### src/rtl/instr_encoder.sv
// rtl/instr_encoder.sv - RV32 instruction word encoder with one output register, address counter and error count
// Optional build macro: IMM_RANGE_CHECK_EN (flags immediates that do not fit their instruction field)
`timescale 1ns/1ps

`ifndef WORD_SIZE
`define WORD_SIZE 32
`endif
`ifndef OP_R_TYPE
`define OP_R_TYPE   7'b0110011
`endif
`ifndef OP_I_TYPE
`define OP_I_TYPE   7'b0010011
`endif
`ifndef OP_I_L_TYPE
`define OP_I_L_TYPE 7'b0000011
`endif
`ifndef OP_S_TYPE
`define OP_S_TYPE   7'b0100011
`endif
`ifndef OP_B_TYPE
`define OP_B_TYPE   7'b1100011
`endif
`ifndef OP_LUI
`define OP_LUI      7'b0110111
`endif
`ifndef OP_AUIPC
`define OP_AUIPC    7'b0010111
`endif

module instr_encoder (
   input  logic                    i_clk,
   input  logic                    i_rst_n,
   input  logic                    i_valid,
   output logic                    o_ready,
   input  logic [6:0]              i_opcode,
   input  logic [4:0]              i_rd,
   input  logic [4:0]              i_rs1,
   input  logic [4:0]              i_rs2,
   input  logic [2:0]              i_funct3,
   input  logic [6:0]              i_funct7,
   input  logic [`WORD_SIZE-1:0]   i_imm,
   input  logic                    i_clear,
   output logic                    o_valid,
   input  logic                    i_ready,
   output logic [`WORD_SIZE-1:0]   o_instruction,
   output logic [`WORD_SIZE-1:0]   o_addr,
   output logic                    o_err,
   output logic [7:0]              o_err_cnt
);

   // Canonical NOP (addi x0, x0, 0) emitted in place of an unencodable request
   localparam logic [`WORD_SIZE-1:0] NOP_WORD = 32'h0000_0013;
   localparam logic [`WORD_SIZE-1:0] ADDR_STEP = 32'd4;

   logic                  accept;
   logic [`WORD_SIZE-1:0] next_addr;
   logic [`WORD_SIZE-1:0] addr_base;
   logic [7:0]            cnt_base;
   logic                  cnt_inc;
   logic [`WORD_SIZE-1:0] enc_word;
   logic                  enc_err;
   logic                  range_bad;

   // Single output register: ready whenever it is empty or being drained this cycle
   assign o_ready = i_rst_n && (!o_valid || i_ready);
   assign accept  = i_valid && o_ready;

`ifdef IMM_RANGE_CHECK_EN
   logic imm12_fits;
   logic imm20_fits;

   // An immediate fits when every bit above the field's sign bit copies that sign bit
   assign imm12_fits = (&i_imm[31:11]) || !(|i_imm[31:11]);
   assign imm20_fits = (&i_imm[31:19]) || !(|i_imm[31:19]);
`else
   logic unused_imm_hi;

   // Upper immediate bits only matter to the range check, which is compiled out here
   assign unused_imm_hi = ^i_imm[31:20];
`endif

   // Field packing per instruction format; unknown opcodes become a flagged NOP
   always_comb begin
      enc_word  = NOP_WORD;
      enc_err   = 1'b0;
      range_bad = 1'b0;
      case (i_opcode)
         `OP_R_TYPE: begin
            enc_word = {i_funct7, i_rs2, i_rs1, i_funct3, i_rd, i_opcode};
         end
         `OP_I_TYPE, `OP_I_L_TYPE: begin
            enc_word = {i_imm[11:0], i_rs1, i_funct3, i_rd, i_opcode};
`ifdef IMM_RANGE_CHECK_EN
            range_bad = !imm12_fits;
`endif
         end
         `OP_S_TYPE: begin
            enc_word = {i_imm[11:5], i_rs2, i_rs1, i_funct3, i_imm[4:0], i_opcode};
`ifdef IMM_RANGE_CHECK_EN
            range_bad = !imm12_fits;
`endif
         end
         `OP_B_TYPE: begin
            // Branch immediate is kept unscaled: bit 11 on top, bit 10 tucked into [7]
            enc_word = {i_imm[11], i_imm[9:4], i_rs2, i_rs1, i_funct3,
                        i_imm[3:0], i_imm[10], i_opcode};
`ifdef IMM_RANGE_CHECK_EN
            range_bad = !imm12_fits;
`endif
         end
         `OP_LUI, `OP_AUIPC: begin
            enc_word = {i_imm[19:0], i_rd, i_opcode};
`ifdef IMM_RANGE_CHECK_EN
            range_bad = !imm20_fits;
`endif
         end
         default: begin
            enc_word = NOP_WORD;
            enc_err  = 1'b1;
         end
      endcase
      enc_err = enc_err || range_bad;
   end

   // Clear takes effect before the accepted word picks up its address and error count
   always_comb begin
      addr_base = i_clear ? '0 : next_addr;
      cnt_base  = i_clear ? 8'd0 : o_err_cnt;
      cnt_inc   = accept && enc_err && (cnt_base != 8'hFF);
   end

   // Output register, address counter and saturating error counter
   always_ff @(posedge i_clk or negedge i_rst_n) begin
      if (!i_rst_n) begin
         o_valid       <= 1'b0;
         o_instruction <= '0;
         o_addr        <= '0;
         o_err         <= 1'b0;
         o_err_cnt     <= 8'd0;
         next_addr     <= '0;
      end else begin
         if (accept) begin
            o_valid       <= 1'b1;
            o_instruction <= enc_word;
            o_err         <= enc_err;
            o_addr        <= addr_base;
            next_addr     <= addr_base + ADDR_STEP;
         end else begin
            if (o_valid && i_ready) begin
               o_valid <= 1'b0;
            end
            next_addr <= addr_base;
         end
         o_err_cnt <= cnt_inc ? cnt_base + 8'd1 : cnt_base;
      end
   end

endmodule

### config.mk
export PLATFORM = sky130hd
export DESIGN_NAME = instr_encoder
export DESIGN_NICKNAME = d
export VERILOG_FILES = /design/src/rtl/instr_encoder.sv
export SDC_FILE = /design/constraint.sdc
export NUM_CORES = 1
export LEC_CHECK = 0
export ABC_AREA = 1
export CAP_MARGIN = 0
export CORE_MARGIN = 2
export CORE_UTILIZATION = 55
export CTS_BUF_LIST = sky130_fd_sc_hd__clkbuf_8
export DETAILED_ROUTE_END_ITERATION = 16
export PLACE_DENSITY = 0.86
export SYNTH_ARGS = -nofsm -noshare
export SYNTH_HDL_FRONTEND = slang
export SYNTH_SLANG_ARGS = --single-unit
### constraint.sdc
create_clock -name i_clk -period 4.8 [get_ports i_clk]
set_clock_uncertainty 0.05 [all_clocks]
set_input_delay 0.96 -clock i_clk [delete_from_list [all_inputs] [get_ports i_clk]]
set_output_delay 0.96 -clock i_clk [all_outputs]
set_load 0.01 [all_outputs]
==> metrics.log <==
[metrics] ys async rst share: 100%
[metrics] post-synthesis compound-gate area fraction: 4.89%
[metrics] post-CTS setup buffer count: 0
[metrics] Die X: 107 um
[metrics] total vias in the final route: 5263
[metrics] sequential fraction of the synthesis area: 45.8%
[metrics] Fill cells: 867
[metrics] clock-pin slew reported for the worst setup and hold paths after clock tree synthesis: 0.10 ns
[metrics] Syn Std Cell Area: 0.00579 mm2
[metrics] outcome: finished, final reports clean
[metrics] capturing point of the worst reg2reg path: next_addr[4]$_DFF_PN0_
[metrics] most frequently used flop master after synthesis: sky130_fd_sc_hd__dfrtp_1
[metrics] final setup fails: 0
[metrics] nets: 973
[metrics] post-synthesis share of cell area spent on full adders, half adders and majority gates: 0.433%
[metrics] number of antenna violations at the first check in global routing: 0
[metrics] sort of element at the end of the critical path: primary output
[metrics] met3 track demand over resource: 7.11%
[metrics] Slew Limit Fails: 0
[metrics] parity-gate share of the synthesized area counting xor and xnor cells: 3.03%
[metrics] share of synthesized area spent on multiplexers: 0%
[metrics] worst-case clock buffer depth: 2
[metrics] CTS tree: done
[metrics] die area: 0.0114 mm2
[metrics] critical path startpoint category: primary input
[metrics] M2 GR Usage: 46.2%
[metrics] worst-path fanout max: 3
[metrics] setup tns final: 0 ns
[metrics] power density of the placed cells: 217 mW/mm2
[metrics] path category of the worst min-delay check: register to register
[metrics] starting density of the core: 56.3%
[metrics] cells taking the most area after synthesis: sky130_fd_sc_hd__dfrtp_1 (46%), sky130_fd_sc_hd__nand2_1 (21%), sky130_fd_sc_hd__inv_1 (4.8%)
[metrics] proportion of layout cells with a drive suffix above 1: 7.52%
[metrics] post-synthesis net count: 853
[metrics] leading cell type in the layout, fill and taps excluded: sky130_fd_sc_hd__nand2_1
[metrics] flops & latches, synth: 106
[metrics] maximum clock rate: 308 MHz
[metrics] Clock Sink Count: 106
[metrics] number of global-route vias before repair: 5139
[metrics] TritonCTS buffer count: 9
[metrics] maximum number of pins on one net before global-route repair: 101
[metrics] number of max-cap violations: 0
[metrics] number of standard cells after synthesis: 782
[metrics] basic-gate share of the synthesized area counting and, or, nand and nor cells: 37.9%
[metrics] Post-synth EDFFs: 0
[metrics] routed wire length: 14000 um
[metrics] tightest slew margin relative to the limit: 28.1%
[metrics] GR Overflow Total: 0
[metrics] worst-case hold path end point: o_instruction[0]$_DFFE_PN0N_
[metrics] # DRC: 0
[metrics] startpoint of the lowest-slack hold path: o_instruction[0]$_DFFE_PN0N_
[metrics] area share of the largest cell type after synthesis: 45.8%
[metrics] total of buffers placed on input and output ports: 131
[metrics] layer with the highest usage after global routing: met2
[metrics] clock insertion delay at the later pin of the skew report: 0.37 ns
[metrics] period utilisation layout: 67.6%
[metrics] leading area contributor after synthesis: sky130_fd_sc_hd__dfrtp_1
[metrics] met1 usage: 32.5%
[metrics] floorplan row count: 37
[metrics] master cell of the clock root buffer: sky130_fd_sc_hd__clkbuf_8
[metrics] number of cells upsized or downsized after cts: 0
[metrics] Max rail drop VDD: 114 uV
[metrics] per-instance average area after synthesis: 7.40 um2
[metrics] Core ar.: 0.0103 mm2
[metrics] first-pass GRT wire length: 24000 um
[metrics] Worst EP required: 3.79 ns
[metrics] mean routed wirelength per cell: 13.5 um
[metrics] startpoint of the lowest-slack register-to-register path: o_valid$_DFFE_PN0P_
[metrics] post-detail-place hpwl: 9990 um
[metrics] Worst Reg-to-Reg Cells: 6
[metrics] final core area utilization: 71.2%
[metrics] Unique masters post-synth: 37
[metrics] data arrival time of the critical path: 2.24 ns
[metrics] unrepaired setup endpoints after global routing: false
[metrics] Vert. Die Dim: 107 um
[metrics] count of hold buffers inserted by post-cts repair: 0
[metrics] final estimated routing congestion in global placement: 0.886
[metrics] Setup Crit Path Kind: primary input to primary output
[metrics] hold violation total from the final report: 0
[metrics] number of detailed-routing iterations run before antenna repair: 4
[metrics] final critical-path required period: 3.25 ns
[metrics] total global routing track utilization: 26.3%
[metrics] Register-to-Register Setup Slack: 2.49 ns
[metrics] worst slew pin tran: 1.07 ns
[metrics] remaining number of nets flagged by the antenna check after routing: 0
[metrics] Max H-tree Level: 3
[metrics] Warnings, synthesis: 0
[metrics] Leak Pwr: 3.53 nW
[metrics] Ports: 144
[metrics] most frequent cells in the layout: sky130_fd_sc_hd__nand2_1 (330), sky130_fd_sc_hd__clkdlybuf4s50_1 (130), sky130_fd_sc_hd__dfrtp_1 (106)
[metrics] Iter 0 DRT Violations: 281
[metrics] vias per cell: 5.06
[metrics] antenna cells: 0
[metrics] layout overhead on the synthesized area: 26.4%
[metrics] combinational family with the most area after synthesis: simple AND/OR/NAND/NOR gates
[metrics] number of cells on the worst hold path: 1
[cells by family (layout without fill, tap and decap cells)]
| group | count (synthesis) | after routing |
|---|---|---|
| buffers and inverters | 106 | 228 |
| adders and majority gates | 2 | 2 |
| xor gates and xnor gates | 20 | 20 |
| AOI/OAI and AO/OA | 51 | 51 |
| DFF | 106 | 106 |
| and+or+nand+nor | 497 | 497 |
[critical path, stage by stage]
cell,delay [ns]
sky130_fd_sc_hd__clkdlybuf4s50_1,0.45
sky130_fd_sc_hd__inv_1,0.03
sky130_fd_sc_hd__nand2_1,0.13
sky130_fd_sc_hd__inv_1,0.05
sky130_fd_sc_hd__nor2_1,0.08
sky130_fd_sc_hd__clkdlybuf4s50_1,0.53
[area by class of cell]
| class | count | area (um2) | share of cell area [%] |
|---|---|---|---|
| clock buffer | 9 | 124 | 1.69 |
| sequential | 106 | 2650 | 36.3 |
| clock inverter | 4 | 31.3 | 0.428 |
| inverter | 79 | 304 | 4.16 |
| tap | 136 | 170 | 2.33 |
| timing repair buffer | 136 | 1350 | 18.4 |
| multi-input combinational | 570 | 2690 | 36.7 |
[flip-flops by register name, indices dropped and copies added (netlist names)]
name and flops:
o_valid 1, o_instruction 32, o_err_cnt 8, next_addr 32
o_addr 32, o_err 1
[per-stage QoR]
stage	std cells	worst slack (ns)	instance area, um2	hold slack (ns)	total power [mW]
floorplan	782	2.34	5790	0.409	1.01
global placement	1027	1.46	7160	0.402	1.12
detailed placement	1027	1.37	7160	0.402	1.12
CTS	1040	1.55	7310	0.427	1.60
global route	1040	1.49	7310	0.439	1.65
finish	1040	1.55	7310	0.424	1.59
[worst max-delay path by stage]
stage          startpoint                 endpoint  depth (start not counted)
2_1_floorplan     i_clear  next_addr[20]$_DFF_PN0_                         12
3_3_place_gp      i_ready   next_addr[4]$_DFF_PN0_                          8
3_5_place_dp      i_ready  next_addr[10]$_DFF_PN0_                          9
4_1_cts           i_ready                  o_ready                          6
5_1_grt           i_ready                  o_ready                          6
6_report          i_ready                  o_ready                          6
[cells in the mapped netlist, types with 2 or more instances]
master / n
sky130_fd_sc_hd__nand3_2: 2
sky130_fd_sc_hd__buf_1: 4
sky130_fd_sc_hd__nor2_4: 6
sky130_fd_sc_hd__nor2_1: 62
sky130_fd_sc_hd__xor2_1: 16
sky130_fd_sc_hd__o21ai_1: 3
sky130_fd_sc_hd__o21ai_0: 33
sky130_fd_sc_hd__a21oi_1: 5
sky130_fd_sc_hd__nor2_2: 15
sky130_fd_sc_hd__nor3_2: 2
sky130_fd_sc_hd__nand3_1: 40
sky130_fd_sc_hd__inv_2: 3
sky130_fd_sc_hd__clkbuf_1: 6
sky130_fd_sc_hd__nand2_1: 330
sky130_fd_sc_hd__buf_2: 12
sky130_fd_sc_hd__or2_2: 2
sky130_fd_sc_hd__dfrtp_1: 106
sky130_fd_sc_hd__nand2_2: 8
sky130_fd_sc_hd__a21boi_1: 8
sky130_fd_sc_hd__buf_6: 2
sky130_fd_sc_hd__nand3_4: 2
sky130_fd_sc_hd__nand4_1: 21
sky130_fd_sc_hd__inv_1: 74
sky130_fd_sc_hd__nand2_4: 2
sky130_fd_sc_hd__ha_1: 2
sky130_fd_sc_hd__xnor2_1: 4
sky130_fd_sc_hd__buf_4: 2
[per-layer routing]
layer	vias to the layer above	share of wire, %
li1	2653	-
met1	2444	42
met2	154	50
met3	12	7.1
met4	0	0.90
met5	-	0
[power breakdown]
group	total, mW	switching (mW)	internal [mW]
Clock	0.489	0.307	0.182
Combinational	0.183	0.102	0.0815
Sequential	0.915	0.00834	0.907
Power figures use the tool's default switching activity.
